===== src/rtl/falafel_pkg.sv =====
// rtl/falafel_pkg.sv - shared types and constants for the falafel request arbiter
package falafel_pkg;

    // Width of allocation sizes, free addresses and allocator results.
    localparam int DATA_W = 32;

    // Arbiter sequencing: one request in flight to the allocator core at a time.
    typedef enum logic [1:0] {
        ST_IDLE     = 2'd0,
        ST_ISSUE    = 2'd1,
        ST_WAIT_RSP = 2'd2,
        ST_RETURN   = 2'd3
    } arb_state_t;

    // One queued client request: alloc (data = size) or free (data = address).
    typedef struct packed {
        logic              is_alloc;
        logic [DATA_W-1:0] data;
    } arb_req_t;

    // Port index visited at round-robin offset 'off' after 'last'.
    function automatic int rr_index(input int last, input int off, input int n);
        return (last + off) % n;
    endfunction

endpackage


===== src/rtl/falafel_req_fifo.sv =====
// rtl/falafel_req_fifo.sv - per-client request FIFO with registered full/empty
module falafel_req_fifo #(
    parameter int DEPTH = 4,
    parameter int WIDTH = 33
) (
    input  logic             clk_i,
    input  logic             rst_i,
    input  logic             push_i,
    input  logic [WIDTH-1:0] push_data_i,
    input  logic             pop_i,
    output logic [WIDTH-1:0] pop_data_o,
    output logic             full_o,
    output logic             empty_o
);

    localparam int PTR_W = $clog2(DEPTH);
    localparam int CNT_W = PTR_W + 1;

    logic [WIDTH-1:0] mem_q [DEPTH];
    logic [WIDTH-1:0] mem_d [DEPTH];
    logic [PTR_W-1:0] wr_ptr_q, wr_ptr_d;
    logic [PTR_W-1:0] rd_ptr_q, rd_ptr_d;
    logic [CNT_W-1:0] count_q, count_d;
    logic             do_push;
    logic             do_pop;

    // Full/empty come only from the stored count, so ready never depends on a same-cycle pop.
    assign full_o     = (count_q == CNT_W'(DEPTH));
    assign empty_o    = (count_q == '0);
    assign pop_data_o = mem_q[rd_ptr_q];
    assign do_push    = push_i & ~full_o;
    assign do_pop     = pop_i & ~empty_o;

    // Next-state for storage, pointers (wrap by natural overflow) and occupancy.
    always_comb begin
        mem_d    = mem_q;
        wr_ptr_d = wr_ptr_q;
        rd_ptr_d = rd_ptr_q;
        count_d  = count_q;
        if (do_push) begin
            mem_d[wr_ptr_q] = push_data_i;
            wr_ptr_d        = wr_ptr_q + 1'b1;
        end
        if (do_pop) begin
            rd_ptr_d = rd_ptr_q + 1'b1;
        end
        case ({do_push, do_pop})
            2'b10:   count_d = count_q + 1'b1;
            2'b01:   count_d = count_q - 1'b1;
            default: count_d = count_q;
        endcase
    end

    // State registers; reset empties the queue.
    always_ff @(posedge clk_i or posedge rst_i) begin
        if (rst_i) begin
            for (int i = 0; i < DEPTH; i++) begin
                mem_q[i] <= '0;
            end
            wr_ptr_q <= '0;
            rd_ptr_q <= '0;
            count_q  <= '0;
        end else begin
            mem_q    <= mem_d;
            wr_ptr_q <= wr_ptr_d;
            rd_ptr_q <= rd_ptr_d;
            count_q  <= count_d;
        end
    end

endmodule


===== src/rtl/falafel_req_arbiter.sv =====
// rtl/falafel_req_arbiter.sv - round-robin arbiter of client alloc/free requests onto one allocator core
module falafel_req_arbiter
    import falafel_pkg::*;
#(
    parameter int NUM_PORTS  = 2,
    parameter int FIFO_DEPTH = 4
) (
    input  logic                        clk_i,
    input  logic                        rst_i,
    input  logic [NUM_PORTS-1:0]        port_req_valid_i,
    output logic [NUM_PORTS-1:0]        port_req_ready_o,
    input  logic [NUM_PORTS-1:0]        port_req_is_alloc_i,
    input  logic [NUM_PORTS*DATA_W-1:0] port_req_data_i,
    output logic [NUM_PORTS-1:0]        port_rsp_valid_o,
    input  logic [NUM_PORTS-1:0]        port_rsp_ready_i,
    output logic                        port_rsp_is_write_o,
    output logic [DATA_W-1:0]           port_rsp_data_o,
    output logic                        alloc_req_valid_o,
    input  logic                        alloc_req_ready_i,
    output logic                        alloc_is_alloc_o,
    output logic [DATA_W-1:0]           alloc_addr_to_free_o,
    output logic [DATA_W-1:0]           alloc_size_to_allocate_o,
    input  logic                        alloc_rsp_val_i,
    input  logic                        alloc_rsp_is_write_i,
    input  logic [DATA_W-1:0]           alloc_rsp_data_i,
    output logic                        alloc_rsp_ready_o
);

    localparam int GW    = (NUM_PORTS > 1) ? $clog2(NUM_PORTS) : 1;
    localparam int REQ_W = $bits(arb_req_t);

    logic [NUM_PORTS-1:0] fifo_full;
    logic [NUM_PORTS-1:0] fifo_empty;
    logic [NUM_PORTS-1:0] fifo_push;
    logic [NUM_PORTS-1:0] fifo_pop;
    arb_req_t             fifo_wdata [NUM_PORTS];
    arb_req_t             fifo_head  [NUM_PORTS];

    arb_state_t           state_q, state_d;
    logic [GW-1:0]        grant_q, grant_d;
    logic [GW-1:0]        last_grant_q, last_grant_d;
    logic                 alloc_req_valid_q, alloc_req_valid_d;
    logic                 alloc_is_alloc_q, alloc_is_alloc_d;
    logic [DATA_W-1:0]    alloc_size_q, alloc_size_d;
    logic [DATA_W-1:0]    alloc_addr_q, alloc_addr_d;
    logic                 alloc_rsp_ready_q, alloc_rsp_ready_d;
    logic [NUM_PORTS-1:0] port_rsp_valid_q, port_rsp_valid_d;
    logic                 port_rsp_is_write_q, port_rsp_is_write_d;
    logic [DATA_W-1:0]    port_rsp_data_q, port_rsp_data_d;

    logic                 rr_found;
    logic [GW-1:0]        rr_idx;

    for (genvar g = 0; g < NUM_PORTS; g++) begin : g_port
        assign fifo_wdata[g] = '{is_alloc: port_req_is_alloc_i[g],
                                 data:     port_req_data_i[g*DATA_W +: DATA_W]};
        assign fifo_push[g]  = port_req_valid_i[g] & ~fifo_full[g];

        falafel_req_fifo #(
            .DEPTH (FIFO_DEPTH),
            .WIDTH (REQ_W)
        ) u_fifo (
            .clk_i       (clk_i),
            .rst_i       (rst_i),
            .push_i      (fifo_push[g]),
            .push_data_i (fifo_wdata[g]),
            .pop_i       (fifo_pop[g]),
            .pop_data_o  (fifo_head[g]),
            .full_o      (fifo_full[g]),
            .empty_o     (fifo_empty[g])
        );
    end

    assign port_req_ready_o         = ~fifo_full;
    assign port_rsp_valid_o         = port_rsp_valid_q;
    assign port_rsp_is_write_o      = port_rsp_is_write_q;
    assign port_rsp_data_o          = port_rsp_data_q;
    assign alloc_req_valid_o        = alloc_req_valid_q;
    assign alloc_is_alloc_o         = alloc_is_alloc_q;
    assign alloc_size_to_allocate_o = alloc_size_q;
    assign alloc_addr_to_free_o     = alloc_addr_q;
    assign alloc_rsp_ready_o        = alloc_rsp_ready_q;

    // Round-robin pick: first non-empty port starting one past the last served port.
    always_comb begin
        rr_found = 1'b0;
        rr_idx   = '0;
        for (int off = 1; off <= NUM_PORTS; off++) begin
            if (!rr_found && !fifo_empty[rr_index(int'(last_grant_q), off, NUM_PORTS)]) begin
                rr_found = 1'b1;
                rr_idx   = GW'(rr_index(int'(last_grant_q), off, NUM_PORTS));
            end
        end
    end

    // FSM next-state and next values of every registered output; inactive outputs return to 0.
    always_comb begin
        state_d             = state_q;
        grant_d             = grant_q;
        last_grant_d        = last_grant_q;
        alloc_req_valid_d   = alloc_req_valid_q;
        alloc_is_alloc_d    = alloc_is_alloc_q;
        alloc_size_d        = alloc_size_q;
        alloc_addr_d        = alloc_addr_q;
        alloc_rsp_ready_d   = alloc_rsp_ready_q;
        port_rsp_valid_d    = port_rsp_valid_q;
        port_rsp_is_write_d = port_rsp_is_write_q;
        port_rsp_data_d     = port_rsp_data_q;
        fifo_pop            = '0;

        case (state_q)
            ST_IDLE: begin
                if (rr_found) begin
                    fifo_pop[rr_idx]  = 1'b1;
                    grant_d           = rr_idx;
                    alloc_req_valid_d = 1'b1;
                    alloc_is_alloc_d  = fifo_head[rr_idx].is_alloc;
                    alloc_size_d      = fifo_head[rr_idx].is_alloc ? fifo_head[rr_idx].data : '0;
                    alloc_addr_d      = fifo_head[rr_idx].is_alloc ? '0 : fifo_head[rr_idx].data;
                    state_d           = ST_ISSUE;
                end
            end
            ST_ISSUE: begin
                if (alloc_req_ready_i) begin
                    alloc_req_valid_d = 1'b0;
                    alloc_is_alloc_d  = 1'b0;
                    alloc_size_d      = '0;
                    alloc_addr_d      = '0;
                    alloc_rsp_ready_d = 1'b1;
                    state_d           = ST_WAIT_RSP;
                end
            end
            ST_WAIT_RSP: begin
                if (alloc_rsp_val_i) begin
                    alloc_rsp_ready_d         = 1'b0;
                    port_rsp_valid_d          = '0;
                    port_rsp_valid_d[grant_q] = 1'b1;
                    port_rsp_is_write_d       = alloc_rsp_is_write_i;
                    port_rsp_data_d           = alloc_rsp_data_i;
                    state_d                   = ST_RETURN;
                end
            end
            ST_RETURN: begin
                if (port_rsp_ready_i[grant_q]) begin
                    port_rsp_valid_d    = '0;
                    port_rsp_is_write_d = 1'b0;
                    port_rsp_data_d     = '0;
                    last_grant_d        = grant_q;
                    state_d             = ST_IDLE;
                end
            end
            default: begin
                state_d = ST_IDLE;
            end
        endcase
    end

    // FSM state and registered outputs; reset drops any in-flight request silently.
    always_ff @(posedge clk_i or posedge rst_i) begin
        if (rst_i) begin
            state_q             <= ST_IDLE;
            grant_q             <= '0;
            last_grant_q        <= GW'(NUM_PORTS - 1);
            alloc_req_valid_q   <= 1'b0;
            alloc_is_alloc_q    <= 1'b0;
            alloc_size_q        <= '0;
            alloc_addr_q        <= '0;
            alloc_rsp_ready_q   <= 1'b0;
            port_rsp_valid_q    <= '0;
            port_rsp_is_write_q <= 1'b0;
            port_rsp_data_q     <= '0;
        end else begin
            state_q             <= state_d;
            grant_q             <= grant_d;
            last_grant_q        <= last_grant_d;
            alloc_req_valid_q   <= alloc_req_valid_d;
            alloc_is_alloc_q    <= alloc_is_alloc_d;
            alloc_size_q        <= alloc_size_d;
            alloc_addr_q        <= alloc_addr_d;
            alloc_rsp_ready_q   <= alloc_rsp_ready_d;
            port_rsp_valid_q    <= port_rsp_valid_d;
            port_rsp_is_write_q <= port_rsp_is_write_d;
            port_rsp_data_q     <= port_rsp_data_d;
        end
    end

endmodule


===== config.mk =====
export PLATFORM = sky130hd
export DESIGN_NAME = falafel_req_arbiter
export DESIGN_NICKNAME = d
export VERILOG_FILES = /design/src/rtl/falafel_pkg.sv /design/src/rtl/falafel_req_fifo.sv /design/src/rtl/falafel_req_arbiter.sv
export SDC_FILE = /design/constraint.sdc
export NUM_CORES = 1
export LEC_CHECK = 0
export BUFFER_PORTS_ARGS = -buffer_cell sky130_fd_sc_hd__buf_2
export CORE_MARGIN = 1
export CORE_UTILIZATION = 53
export DETAILED_ROUTE_END_ITERATION = 10
export PLACE_DENSITY = 0.79
export SLEW_MARGIN = 20
export SYNTH_ARGS = -nofsm -noshare
export SYNTH_HDL_FRONTEND = slang
export SYNTH_HIERARCHICAL = 1
export SYNTH_SLANG_ARGS = --single-unit

===== constraint.sdc =====
create_clock -name clk_i -period 5.5 [get_ports clk_i]
set_input_delay 1.65 -clock clk_i [delete_from_list [all_inputs] [get_ports clk_i]]
set_output_delay 1.65 -clock clk_i [all_outputs]
set_load 0.01 [all_outputs]

# [Yosys cells after proc, flatten, opt, wreduce, memory -nomap -nowiden]
# Cells that the tools add are included.
[classes] eq_ne=13 n_reduce_logical=20 bitwise_logic=18 order_cmp=13 mux=63 addsub=10
[op_table] operator="$mux W33" count=9
[op_table] operator="$bwmux W132" count=2
[op_table] operator="$mux W32" count=7
[op_table] operator="$pmux W32 S2" count=3
[op_table] operator="$bmux W33 S2" count=2
[op_table] operator="$demux W33 S2" count=2
[op_table] operator="$mux W1" count=21
[op_table] operator="$mux W2" count=7
[op_table] operator="$ge A3 B3 Y1 const B" count=4
[op_table] operator="$not A2 Y3" count=4
[op_table] operator="$pmux W3 S2" count=2
[op_table] operator="$reduce_bool A2 Y1" count=5
[op_table] operator="$reduce_and A3 Y1" count=3
[op_table] operator="$add A2 B1 Y2 const B" count=4
[op_table] operator="$eq A2 B2 Y1 const B" count=4
[op_table] operator="$ne A2 B2 Y1 const B" count=4
[op_table] operator="$pmux W1 S2" count=4
[op_table] operator="$pmux W2 S4" count=1
[op_table] operator="$add A3 B1 Y3 const B" count=2
[op_table] operator="$and A1 B1 Y1" count=6
[op_table] operator="$eq A2 B1 Y1 const B" count=3
[op_table] operator="$eq A3 B3 Y1 const B" count=2
[op_table] operator="$logic_not A3 Y1" count=2
[op_table] operator="$lt A2 B3 Y1 const B" count=2
[op_table] operator="17 further kinds" count=32
[totals] regBits=384 wordCells=162 inputBits=107 out_inout_bits=104

# [Depth between registers and ports, before layout]
# Gate-level depths: netlist (run 1).
[logic_depth] ltp_word=17 mapped_depth=12 mapped_depth_nobuf=11

# [Cells and area by module]
# Netlist (run 1), hierarchy kept.
[by_module_without_submodules] module="falafel_req_fifo" area_each_um2=6613.8 cells_per_inst=358 seq_area_each_um2=3478.3 instances=2
[by_module_without_submodules] module="falafel_req_arbiter" area_each_um2=4712.0 cells_per_inst=453 seq_area_each_um2=2653.8 instances=1

# [Worst setup path after synthesis (run 1)]
# No wires, ideal clock.
[synth_timing] kind="input port to flip-flop" from="input port port_req_valid_i[0]" to="register g_port[0].u_fifo.count_q[2]" setup_time_ns=0.079 setup_slack_ns=2.476 arrival_ns=2.945 path_stages=8 required_ns=5.421 n_path_buf=0 path_cell_list="nor2b_1 nand2b_1 ha_1 inv_1 fa_1 xor2_1 nor2_1 xor2_1"
[synth_via] elab_chain_len=4 word_cells_on_any_way=6 cone_classes="eq/ne: 2; mux: 1; bitwise: 2; reduce/logical: 1"
[synth_lines] item="start: declaration" line_no="falafel_req_arbiter.sv:10" text="input logic [NUM_PORTS-1:0] port_req_valid_i,"
[synth_lines] item="$and A1 B1 Y1 (*)" line_no="falafel_req_arbiter.sv:57" text="assign fifo_push[g] = port_req_valid_i[g] & ~fifo_full[g];"
[synth_lines] item="$and A1 B1 Y1 (*)" line_no="falafel_req_fifo.sv:31" text="assign do_push = push_i & ~full_o;"
[synth_lines] item="$eq A2 B1 Y1 or $eq A2 B2 Y1 (tied branches)" line_no="falafel_req_fifo.sv:47" text="case ({do_push, do_pop})"
[synth_lines] item="$pmux W3 S2 or $reduce_bool A2 Y1 (tied branches)"
[synth_lines] item="end signal: assignment" line_no="falafel_req_fifo.sv:67" text="count_q <= count_d;"
[synth_lines] item="end: declaration" line_no="falafel_req_fifo.sv:23" text="logic [CNT_W-1:0] count_q, count_d;"
# Mark *: on every way between the ends. The rest lies on a longest branch, timed or not.
# A chain may end at the register's enable or synchronous reset.

# [Worst setup path after layout (run 1)]
[layout_timing] from="register g_port[0].u_fifo.count_q[0]" to="register g_port[1].u_fifo.count_q[2]"
[layout_via] elab_chain_len=16 word_cells_on_any_way=25 cone_classes="order compare: 2; eq/ne: 2; mux: 15; bitwise: 1; reduce/logical: 5"
[layout_lines] item="$logic_not A3 Y1 (*)" line_no="falafel_req_fifo.sv:29" text="assign empty_o = (count_q == '0);"
[layout_lines] item="via fifo_empty[0]" line_no="falafel_req_arbiter.sv:33" text="logic [NUM_PORTS-1:0] fifo_empty;"
[layout_lines] item="$mux W1 (implied by the code) (3 in series)" line_no="falafel_req_arbiter.sv:89" text="if (!rr_found && !fifo_empty[rr_index(int'(last_grant_q), off, NUM_PORTS)]) begin"
[layout_lines] item="$logic_not A1 Y1" line_no="falafel_req_arbiter.sv:89"
[layout_lines] item="$logic_and A1 B1 Y1" line_no="falafel_req_arbiter.sv:89"
[layout_lines] item="$mux W1" line_no="falafel_req_arbiter.sv:89"
[layout_lines] item="$lt A1 B2 Y1 (implied by the code) or $ge A1 B1 Y1 (tied branches)" line_no="falafel_req_arbiter.sv:114" text="fifo_pop[rr_idx] = 1'b1;"
[layout_lines] item="$logic_and A1 B1 Y1 (implied by the code)" line_no="falafel_req_arbiter.sv:114"
[layout_lines] item="$mux W1 (implied by the code)" line_no="falafel_req_arbiter.sv:114"
[layout_lines] item="$demux W1 S1" line_no="falafel_req_arbiter.sv:114"
[layout_lines] item="$mux W2 (*)" line_no="falafel_req_arbiter.sv:113" text="if (rr_found) begin"
[layout_lines] item="$mux W2 (*)" line_no="falafel_req_arbiter.sv:111" text="case (state_q)"
[layout_lines] item="via fifo_pop[1]" line_no="falafel_req_arbiter.sv:35" text="logic [NUM_PORTS-1:0] fifo_pop;"
[layout_lines] item="$and A1 B1 Y1 (*)" line_no="falafel_req_fifo.sv:32" text="assign do_pop = pop_i & ~empty_o;"
[layout_lines] item="via g_port[1].u_fifo.do_pop" line_no="falafel_req_fifo.sv:25" text="logic do_pop;"
[layout_lines] item="$eq A2 B1 Y1 or $eq A2 B2 Y1 (tied branches)" line_no="falafel_req_fifo.sv:47"
[layout_lines] item="$pmux W3 S2 or $reduce_bool A2 Y1 (tied branches)"
[layout_lines] item="end signal: assignment" line_no="falafel_req_fifo.sv:67"
[layout_lines] item="end: declaration" line_no="falafel_req_fifo.sv:23"
# The timed path passes the listed nets; every way through them passes the cells marked *. The select of a mux whose other input is x is not followed.

==> results of run 1 <==
-- Yosys cell counts, drive strengths merged (2+ instances only) --
cell type / count / share of area [%]
a21o: 2 / 0.084
mux4: 66 / 8.3
inv: 52 / 1.1
o31a: 2 / 0.098
o21ai: 66 / 1.8
fa: 2 / 0.22
mux2i: 37 / 2.1
a22o: 2 / 0.098
clkbuf: 31 / 0.65
ha: 15 / 1.0
mux2: 267 / 22
xnor2: 6 / 0.29
xor2: 6 / 0.29
a21oi: 7 / 0.20
o31ai: 2 / 0.084
a222oi: 32 / 1.8
nor2: 16 / 0.71
nor3b: 3 / 0.25
dfrtp: 383 / 53
buf: 41 / 2.0
nor2b: 4 / 0.15
nand2: 79 / 1.7
nand2b: 38 / 1.3
nor3: 2 / 0.056
-- where the power goes --
part / total, W / switching (W) / internal (W)
clock: 0.00280 / 0.00111 / 0.00169
combinational: 0.00607 / 0.00277 / 0.00330
sequential: 0.00496 / 0.000800 / 0.00416
-- per-stage QoR --
step	util, %	area (um^2)	worst slack [ns]	hold WS, ns
2_1_floorplan	-	17900	0.125	0.475
3_3_place_gp	57.7	19300	1.72	0.456
3_5_place_dp	57.7	19300	1.66	0.465
4_1_cts	61.8	20700	1.77	0.479
5_1_grt	61.8	20700	1.57	0.500
6_report	61.8	20700	1.74	0.477
-- registers in the layout (all words and copies together), names as in the netlist, 4 cells and up --
name / flops
port_rsp_data_o: 32
g_port.u_fifo/rd_ptr_q: 4
g_port.u_fifo/mem_q: 264
g_port.u_fifo/count_q: 6
alloc_addr_to_free_o: 32
g_port.u_fifo/wr_ptr_q: 4
alloc_size_to_allocate_o: 32
-- cell usage in the layout, fill, tap and decap left out, drive strengths merged, types with 3 or more instances in the layout --
cell type,synthesis,routed
dfrtp,383,383
mux2,267,267
buf,41,234
nand2,79,79
mux4,66,66
o21ai,66,66
clkbuf,31,57
inv,52,52
nand2b,38,38
mux2i,37,37
a222oi,32,32
nor2,16,16
ha,15,15
a21oi,7,7
clkinvlp,0,6
xor2,6,6
xnor2,6,6
bufinv,0,5
diode,0,4
clkinv,0,4
nor2b,4,4
nor3b,3,3
-- cells by family (layout without fill, tap and decap cells) --
kind of cell	Yosys count	in the layout	synth area share, %
other cells	0	4	0
fa+ha+maj	17	17	1.27
simple gates	147	147	4.40
compound gates	115	115	4.29
xor+xnor	12	12	0.586
flops	384	384	53.6
buf+inv	124	358	3.75
mux	370	370	32.1
-- final timing paths --
| path | start | endpoint | cells after the start |
|---|---|---|---|
| min in group asynchronous | rst_i | alloc_req_valid_o$_DFFE_PP0P_ | 2 |
| setup / recovery | g_port[0].u_fifo/count_q[0]$_DFFE_PP0P_ | g_port[1].u_fifo/count_q[2]$_DFFE_PP0P_ | 12 |
| hold reg to reg | port_rsp_data_o[10]$_DFFE_PP0P_ | port_rsp_data_o[10]$_DFFE_PP0P_ | 2 |
| max in group asynchronous | rst_i | g_port[0].u_fifo/mem_q[25]$_DFFE_PP0P_ | 3 |
| hold / removal | port_rsp_data_o[10]$_DFFE_PP0P_ | port_rsp_data_o[10]$_DFFE_PP0P_ | 2 |
| setup reg to reg | g_port[0].u_fifo/count_q[0]$_DFFE_PP0P_ | g_port[1].u_fifo/count_q[2]$_DFFE_PP0P_ | 12 |
-- cell type report --
| type | instances | share of cell area, % |
|---|---|---|
| Antenna cell | 4 | 0.0484 |
| Clock buffer | 57 | 5.54 |
| Clock inverter | 15 | 1.04 |
| Inverter | 52 | 0.980 |
| Multi-Input combinational cell | 661 | 37.2 |
| Sequential cell | 384 | 46.5 |
| Tap cell | 448 | 2.71 |
| Timing Repair Buffer | 234 | 6.01 |
-- metal layers --
| layer | GRT usage, % | vias to the layer above | part of all wire [%] |
|---|---|---|---|
| li1 | - | 4610 | - |
| met1 | 31.8 | 5383 | 42 |
| met2 | 41.0 | 349 | 49 |
| met3 | 5.56 | 78 | 6.5 |
| met4 | 8.39 | 4 | 3.0 |
| met5 | 0 | - | 0.056 |
-- critical path, stage by stage, from the launching register on --
cell     delay [ns]
dfrtp_1        0.45
nor3_1         0.81
nor2b_2        0.26
nor2_4         0.14
buf_4          0.52
and2_1         0.22
o31a_1         0.20
ha_1           0.21
inv_1          0.06
fa_1           0.38
xor2_1         0.15
nor2_1         0.11
xor2_1         0.17
==> impl_results.md, run 1 <==
- Max-cap violations: 0
- Post-CTS Repair Setup Buffers: 0
- Vias in the first global route: 11.2k
- Layout cells sized above 1: 46.4%
- Mapped Cells: 1169
- Routed Wire Length: 41400 um
- Placed wire-length estimate: 27700 um
- CP arrival: 4.20 ns
- Largest net degree at the start of global routing: 75
- Row count: 67
- RSZ-0062 raised after global routing: no
- DR DRC count: 0
- Final GP Congestion: 0.847
- # H-tree levels: 2
- Fillers: 2447
- Clock buffer depth: 3
- # port buffers: 210
- Hold violation count in the final report: 0
- Worst hold path class: flop to flop
- Number of antenna violations at the first check in global routing: 5
- GRT overflow: 0
- Synth Cell Area: 17900 um^2
- CTS sink cnt: 384
- Seq cells post-synth: 384
- Die Y: 186 um
- # hold bufs at CTS: 0
- Pleak: 9.92 nW
- Layout Skew: 0.0104 ns
- Worst slew margin: 30.9%
- Max Slew Vio Count: 0
- Vias: 10.4k
- Async SR Flop Fraction: 100%
- CP Capture Type: flop
- Post-synth EDFFs: 0
- Die X: 186 um
- Antenna Nets Post-Route: 0
- Critical path required time: 5.94 ns
- Clock buffer count from CTS: 41
- Status: finished, final reports clean
- Syn_area_per_cell: 15.3 um^2
- Core area: 33400 um^2
- Clock Latency Late Sink: 0.52 ns
- Post-synth net total: 1293
- FF+latch area: 9610 um^2
- Die area: 34600 um^2
- Area occupied by multi-input gates: 7690 um^2
- Post-Layout Cell Count: 1855
- Global-route wire length before repair: 64400 um
- IO Pins: 211
- Final cycle utilization of the critical path: 68.3%
- Fmax: 266 MHz
- Reg-to-reg slack, setup: 1.74 ns
- CP Launch Type: flop
- Final setup TNS: 0 ns
- Setup violators final: 0
- Average via count per standard cell: 5.62
- P per Cell Area: 669 nW/um^2
- Nets: 1498
- Crit-path max FO: 33
- Synth cell types: 38
- Synthesis warning total: 6
- Drt wl/cell: 22.3 um
- Initial Util: 53.6%
- Area Growth Syn to Fin: 15.3%
- CTS tree: yes
- Power Total: 0.0138 W
- Clock transition at path regs: 0.06 ns
- Post-synth top flop: dfrtp_1
- Clk root buf: clkbuf_16
- Max VDD drop: 0.387 mV
- Sequential cell area fraction in the yosys report: 53.6%
- Total Routing Usage GR: 24.6%
- CTS resizes: 0
- DRT Pass-1 Iters: 9
- Worst-margin pin slew: 1.04 ns
- Final Critical Period: 3.76 ns
- Kind of critical path: flop to flop
- Dpl cells: 1779
- Iteration-0 DRC Markers: 782
No activity file was read; power rests on OpenSTA's default activity.
==> inputs of run 2 (changes only) <==
--- a/config.mk
+++ b/config.mk
@@ -5,6 +5,7 @@
 export SDC_FILE = /design/constraint.sdc
 export NUM_CORES = 1
 export LEC_CHECK = 0
+export ABC_AREA = 1
 export BUFFER_PORTS_ARGS = -buffer_cell sky130_fd_sc_hd__buf_2
 export CORE_MARGIN = 1
 export CORE_UTILIZATION = 53
==> constraint.sdc (replaced) <==
create_clock -name clk_i -period 3.16 [get_ports clk_i]
set_input_delay 0.948 -clock clk_i [delete_from_list [all_inputs] [get_ports clk_i]]
set_output_delay 0.948 -clock clk_i [all_outputs]
set_load 0.01 [all_outputs]
==> impl_results.md, run 2 <==
- Post-synth net total: 2470 (was 1293)
- # diodes: 0 (was 4)
- Sequential cell area fraction in the yosys report: 51.5% (was 53.6%)
- Post-CTS Repair Setup Buffers: 0 (unchanged)
- Clk root buf: clkbuf_16 (unchanged)
- CP Capture Type: output pin (was flop)
- Synth Cell Area: 18600 um^2 (was 17900 um^2)
- Fillers: 3027 (was 2447)
- Leading cell type by number of instances after synthesis: nand2_1 (was dfrtp_1)
- Worst hold path class: flop to flop (unchanged)
- Area occupied by multi-input gates: 7840 um^2 (was 7690 um^2)
- Clk pwr share: 19.0% (was 20.2%)
- Iteration-0 DRC Markers: 2100 (was 782)
- Met2 usage: 46.3% (was 41.0%)
- Worst slew margin: 41.7% (was 30.9%)
- Layout cells sized above 1: 14.2% (was 46.4%)
- Layout Skew: 0.0187 ns (was 0.0104 ns)
- Post-synth EDFFs: 0 (unchanged)
- GRT overflow: 0 (unchanged)
- CTS tree: yes (unchanged)
- Area share of the largest cell type after synthesis: 51.4% (was 53.4%)
- # H-tree levels: 2 (unchanged)
- Max Slew Vio Count: 0 (unchanged)
- CTS resizes: 0 (unchanged)
- CP most frequent cell: inv_1 (was xor2_1)
- Total Routing Usage GR: 30.5% (was 24.6%)
- Max-cap violations: 0 (unchanged)
- # hold bufs at CTS: 0 (unchanged)
- Core area: 34500 um^2 (was 33400 um^2)
- RSZ-0062 raised after global routing: no (unchanged)
- Final Critical Period: 2.62 ns
- Status: finished, final reports clean (unchanged)
- CTS sink cnt: 384 (unchanged)
- Number of antenna violations at the first check in global routing: 0 (was 5)
- Synthesis warning total: 6 (unchanged)
- Largest net degree at the start of global routing: 139 (was 75)
- # port buffers: 210 (unchanged)
- Area Growth Syn to Fin: 13.0% (was 15.3%)
- Int Power: 0.0127 W (was 0.00915 W)
- FF+latch area: 9610 um^2 (unchanged)
- Largest area contributor in the netlist: dfrtp_1 (unchanged)
- Seq cells post-synth: 384 (unchanged)
- Max incr delay on CP: 0.41 ns (was 0.81 ns)
- DRT Pass-1 Iters: 7 (was 9)
- Average via count per standard cell: 5.98 (was 5.62)
- CP max stage cell: dfrtp_1 (was nor3_1)
- Final GP Congestion: 0.857 (was 0.847)
- Synth cell types: 27 (was 38)
- DR DRC count: 0 (unchanged)
- Die Y: 190 um (was 186 um)
- Critical path required time: 2.21 ns (was 5.94 ns)
- CP top delay family: flip-flops (was simple AND/OR/NAND/NOR gates)
- Post-synth top flop: dfrtp_1 (unchanged)
- Buf/Inv on CP: 3 (was 2)
- Die area: 35900 um^2 (was 34600 um^2)
- Syn_area_per_cell: 7.95 um^2 (was 15.3 um^2)
- Final setup TNS: 0 ns (unchanged)
- Antenna Nets Post-Route: 0 (unchanged)
- Global-route wire length before repair: 87000 um (was 64400 um)
- Fmax: 382 MHz
- Most frequent cells in the layout: nand2_1, dfrtp_1, nand4_1, buf_2, nor2_1 (was dfrtp_1, mux2_4, buf_2, nand2_1, mux4_2)
- Placed wire-length estimate: 34300 um (was 27700 um)
- Post-Layout Cell Count: 2934 (was 1855)
- NetSw: 0.0110 W (was 0.00468 W)
- Largest Register: g_port.u_fifo/mem_q (unchanged)
- Synth top area cells: dfrtp_1, nand2_1, nand4_1, o21ai_0, nor2_1 (was dfrtp_1, mux2_4, mux4_2, mux2i_1, a222oi_1)
- Kind of critical path: flop to output pin (was flop to flop)
- Dpl cells: 2863 (was 1779)
- Vias: 17.6k (was 10.4k)
- Final cycle utilization of the critical path: 82.9%
- GRT met3 Usage: 5.55% (was 5.56%)
- Clock buffer depth: 3 (unchanged)
- Crit-path cells: nor2_2 > nand2_4 > inv_1 > inv_1 > buf_2 (was nor3_1 > nor2b_2 > nor2_4 > buf_4 > and2_1 > o31a_1 > ha_1 > inv_1 > fa_1 > xor2_1 > nor2_1 > xor2_1)
- IO Pins: 211 (unchanged)
- Most common cell after layout, fill and taps aside: nand2_1 (was dfrtp_1)
- Clock Latency Late Sink: 0.55 ns (was 0.52 ns)
- P per Cell Area: 1130 nW/um^2 (was 669 nW/um^2)
- Max reg flops: 264 (unchanged)
- Sequential power share: 34.3% (was 35.9%)
- Setup violators final: 0 (unchanged)
- Worst-margin pin slew: 0.875 ns (was 1.04 ns)
- Pleak: 11.3 nW (was 9.92 nW)
- CP Launch Type: flop (unchanged)
- Nets: 2575 (was 1498)
- Row count: 68 (was 67)
- Clock transition at path regs: 0.06 ns (about the same)
- Clock buffer count from CTS: 41 (unchanged)
- Die X: 190 um (was 186 um)
- Drt wl/cell: 18.8 um (was 22.3 um)
- Max VDD drop: 0.702 mV (was 0.387 mV)
- Final Util: 61.0% (was 61.8%)
- Sw Share: 46.3% (was 33.8%)
- Routed Wire Length: 55200 um (was 41400 um)
- Hold violation count in the final report: 0 (unchanged)
- Commonest cells in the netlist: nand2_1, dfrtp_1, nand4_1 (was dfrtp_1, mux2_4, nand2_1)
- Initial Util: 54.0% (was 53.6%)
- Power Total: 0.0237 W (was 0.0138 W)
- Vias in the first global route: 16.0k (was 11.2k)
- Logic pwr share: 46.6% (was 43.9%)
- CP arrival: 1.67 ns (was 4.20 ns)
- Crit-path max FO: 19 (was 33)
- Met1 Use GR: 43.3% (was 31.8%)
- Async SR Flop Fraction: 100% (unchanged)
- Mapped Cells: 2346 (was 1169)
- Busiest layer in global routing: met2 (unchanged)
-- run 2: changes by cell type in the layout (fill, tap and decap cells not counted), moves of 22 or more --
cell      change
nand3_1     +119
mux2_2       -27
o21ai_0     +135
nor2_1      +198
nand2b_1     -38
mux4_2       -66
a222oi_1     -32
nand4_1     +301
buf_4        +22
mux2i_1      -37
mux2_4      -240
nand2_1     +765
-- run 2: power by group through the flow --
stage	registers [W]	clock network [W]	logic, W
final	0.00814	0.00452	0.0111
after global routing	0.00835	0.00479	0.0122
after CTS	0.00811	0.00457	0.0109
after detailed placement	0.00815	0	0.0108
after global placement	0.00808	0	0.0105
after floorplan	0.00799	0	0.00766
-- run 2: metal layers --
layer  vias to the layer above  routed length [um]
li1                       8031                   -
met1                      8431               22300
met2                       960               25300
met3                       128                5530
met4                         0                2070
met5                         -                   0
-- run 2: layout make-up --
cell class / instances / share of cell area (%)
timing repair buffer: 266 / 7.64
multi-input combinational: 1710 / 37.2
tap: 455 / 2.70
clock buffer: 59 / 5.57
inverter: 48 / 0.909
clock inverter: 12 / 0.333
sequential: 384 / 45.6
-- run 2: kinds of logic (layout without fill, tap and decap cells) --
group	after synthesis	count (layout)	share of synthesized area, %
AOI/OAI and AO/OA	207	207	5.60
xor gates and xnor gates	2	2	0.0940
adders and majority gates	17	17	1.22
buffers and inverters	252	385	6.62
DFF	384	384	51.5
and+or+nand+nor	1484	1484	34.9
-- run 2: path summary, 6_finish.rpt --
| check | start | endpoint | slack [ns] | cells past startpoint |
|---|---|---|---|---|
| setup / recovery | g_port[0].u_fifo/count_q[1]$_DFFE_PP0P_ | port_req_ready_o[0] | 0.54 | 5 |
| hold / removal | port_rsp_data_o[30]$_DFFE_PP0P_ | port_rsp_data_o[30]$_DFFE_PP0P_ | 0.46 | 2 |
| setup reg to reg | g_port[1].u_fifo/rd_ptr_q[0]$_DFFE_PP0P_ | alloc_size_to_allocate_o[10]$_DFFE_PP0P_ | 0.68 | 8 |
| hold reg to reg | port_rsp_data_o[30]$_DFFE_PP0P_ | port_rsp_data_o[30]$_DFFE_PP0P_ | 0.46 | 2 |
| max in group asynchronous | rst_i | g_port[0].u_fifo/rd_ptr_q[0]$_DFFE_PP0P_ | 1.98 | 3 |
| min in group asynchronous | rst_i | g_port[0].u_fifo/mem_q[67]$_DFFE_PP0P_ | 0.51 | 2 |
-- run 2: tightest hold or removal path: cells and delay by family, from the launching register on --
family	cells	cell delay (ns)
simple gates	2	0.10
flops	1	0.33
-- run 2: through the flow --
stage	setup slack (ns)	hold WS [ns]	area [um^2]
final	0.540	0.464	21100
after global routing	0.412	0.479	21100
after CTS	0.532	0.467	21100
after detailed placement	0.681	0.453	19800
after global placement	0.713	0.448	19800
after floorplan	0.477	0.437	18700
==> inputs of run 3 (changes only) <==
--- a/config.mk
+++ b/config.mk
@@ -5,7 +5,7 @@
 export SDC_FILE = /design/constraint.sdc
 export NUM_CORES = 1
 export LEC_CHECK = 0
-export ABC_AREA = 1
+export ABC_AREA = 0
 export BUFFER_PORTS_ARGS = -buffer_cell sky130_fd_sc_hd__buf_2
 export CORE_MARGIN = 1
 export CORE_UTILIZATION = 53
==> constraint.sdc (replaced) <==
create_clock -name clk_i -period 2.3 [get_ports clk_i]
set_input_delay 0.69 -clock clk_i [delete_from_list [all_inputs] [get_ports clk_i]]
set_output_delay 0.69 -clock clk_i [all_outputs]
set_load 0.01 [all_outputs]
==> impl_results.md, run 3 (synthesis gave the netlist of run 1 again) <==
- Status: finished, final reports clean (unchanged)
- Nets: 1557 (was 2575)
- Clock buffer depth: 3 (unchanged)
- Pleak: 10.3 nW (was 11.3 nW)
- Post-Layout Cell Count: 1914 (was 2934)
- Routed Wire Length: 42400 um (was 55200 um)
- Average via count per standard cell: 5.64 (was 5.98)
- Worst-margin pin slew: 0.697 ns (was 0.875 ns)
- Most frequent cells in the layout: dfrtp_1, mux2_4, buf_2, nand2_1, mux4_2 (was nand2_1, dfrtp_1, nand4_1, buf_2, nor2_1)
- FF+latch area: 9610 um^2 (about the same)
- # hold bufs at CTS: 0 (unchanged)
- Max VDD drop: 0.834 mV (was 0.702 mV)
- Total Routing Usage GR: 25.5% (was 30.5%)
- P per Cell Area: 1580 nW/um^2 (was 1130 nW/um^2)
- Fmax: 436 MHz
- Clock Latency Late Sink: 0.52 ns (was 0.55 ns)
- Final WS setup: 0.00847 ns (was 0.540 ns)
- Final Critical Period: 2.29 ns
- Max-cap violations: 0 (unchanged)
- Number of antenna violations at the first check in global routing: 5 (was 0)
- Area Growth Syn to Fin: 19.3% (was 13.0%)
- RSZ-0062 raised after global routing: yes (was no)
- Worst hold path class: input port to asynchronous set/reset pin (was flop to flop)
- Die area: 34600 um^2 (was 35900 um^2)
- Die X: 186 um (was 190 um)
- Largest Register: g_port.u_fifo/mem_q (unchanged)
- CTS sink cnt: 384 (unchanged)
- Dpl cells: 1826 (was 2863)
- CP Capture Type: output pin (unchanged)
- CTS tree: yes (unchanged)
- Place WS: -0.165 ns (was 0.681 ns)
- Initial Util: 53.6% (was 54.0%)
- Clock transition at path regs: 0.06 ns (about the same)
- Max reg flops: 264 (unchanged)
- CP Launch Type: flop (unchanged)
- # port buffers: 210 (unchanged)
- Die Y: 186 um (was 190 um)
- Crit-path max FO: 2 (was 19)
- Layout Skew: 0.00775 ns (was 0.0187 ns)
- GRT overflow: 0 (unchanged)
- Global-route wire length before repair: 66900 um (was 87000 um)
- Setup violators final: 0 (unchanged)
- Largest net degree at the start of global routing: 71 (was 139)
- Clk root buf: clkbuf_16 (unchanged)
- Layout cells sized above 1: 49.5% (was 14.2%)
- Iteration-0 DRC Markers: 792 (was 2100)
- # H-tree levels: 2 (unchanged)
- Drt wl/cell: 22.2 um (was 18.8 um)
- IO Pins: 211 (unchanged)
- Most common cell after layout, fill and taps aside: dfrtp_1 (was nand2_1)
- Worst slew margin: 53.2% (was 41.7%)
- Core area: 33400 um^2 (was 34500 um^2)
- Vias: 10.8k (was 17.6k)
- Hold slack final: 0.246 ns (was 0.464 ns)
- CP arrival: 1.60 ns (was 1.67 ns)
- Critical path required time: 1.61 ns (was 2.21 ns)
- Antenna Nets Post-Route: 0 (unchanged)
- Final setup TNS: 0 ns (unchanged)
- Kind of critical path: flop to output pin (unchanged)
- Hold violation count in the final report: 0 (unchanged)
- Final cycle utilization of the critical path: 99.6%
- Power Total: 0.0339 W (was 0.0237 W)
- Max Slew Vio Count: 0 (unchanged)
- DR DRC count: 0 (unchanged)
- DRT Pass-1 Iters: 8 (was 7)
- Row count: 67 (was 68)
- Clock buffer count from CTS: 40 (was 41)
- Final GP Congestion: 0.850 (was 0.857)
- Area occupied by multi-input gates: 7780 um^2 (was 7840 um^2)
- Placed wire-length estimate: 28500 um (was 34300 um)
- Vias in the first global route: 11.7k (was 16.0k)
- Fillers: 2396 (was 3027)
## run 3: area by class of cell
class                      count  area share [%]
multi-input combinational    662            36.3
inverter                      52           0.976
clock buffer                  62            5.49
clock inverter                 8           0.304
antenna                        5          0.0584
tap                          448            2.62
sequential                   384            44.9
timing repair buffer         293            9.30
## run 3: through the flow
step                util, %  area, um^2
floorplan                 -       18000
global placement       59.6       19900
detailed placement     59.6       19900
CTS                    63.7       21300
global route           64.0       21400
finish                 64.0       21400
## run 3: final timing paths
path	start	end	slack, ns	depth (start not counted)
min reg2reg	port_rsp_data_o[27]$_DFFE_PP0P_	port_rsp_data_o[27]$_DFFE_PP0P_	0.48	2
min in group clk_i	alloc_rsp_data_i[31]	port_rsp_data_o[31]$_DFFE_PP0P_	0.43	3
max in group asynchronous	rst_i	g_port[0].u_fifo/mem_q[68]$_DFFE_PP0P_	1.36	3
min	rst_i	g_port[0].u_fifo/count_q[2]$_DFFE_PP0P_	0.25	2
max reg2reg	g_port[0].u_fifo/count_q[1]$_DFFE_PP0P_	g_port[1].u_fifo/count_q[2]$_DFFE_PP0P_	0.05	11
max	g_port[0].u_fifo/count_q[1]$_DFFE_PP0P_	port_req_ready_o[0]	0.008	5
## run 3: timing repair
item	CTS	global route
endpoints found under the setup margin	23	12
buffers inserted	10	2
cloned	1	0
pin swaps	4	9
hold endpoints to repair	0	0
resized for setup	14	17
## run 3: critical path: stages (launching register included)
cell	delay, ns
dfrtp_1	0.42
buf_6	0.14
nor3b_4	0.25
buf_6	0.14
inv_2	0.03
buf_6	0.11
## run 3: where the power goes
| group | internal (W) | total (W) | leakage [nW] | switching [W] |
|---|---|---|---|---|
| Clock | 0.00361 | 0.00616 | 0.614 | 0.00254 |
| Sequential | 0.00996 | 0.0118 | 4.69 | 0.00184 |
| Combinational | 0.00879 | 0.0159 | 4.98 | 0.00711 |
| Total | 0.0224 | 0.0339 | 10.3 | 0.0115 |
## run 3: per-layer routing
metal  share of wire, %  wire length, um  track usage (%)  vias to the layer above
met5                  0                0                0                        -
met4                3.1             1300             9.31                        0
met3                7.4             3120             6.01                       73
met2                 50            21000             42.4                      379
met1                 40            17000             32.4                     5606
li1                   -                -                -                     4742
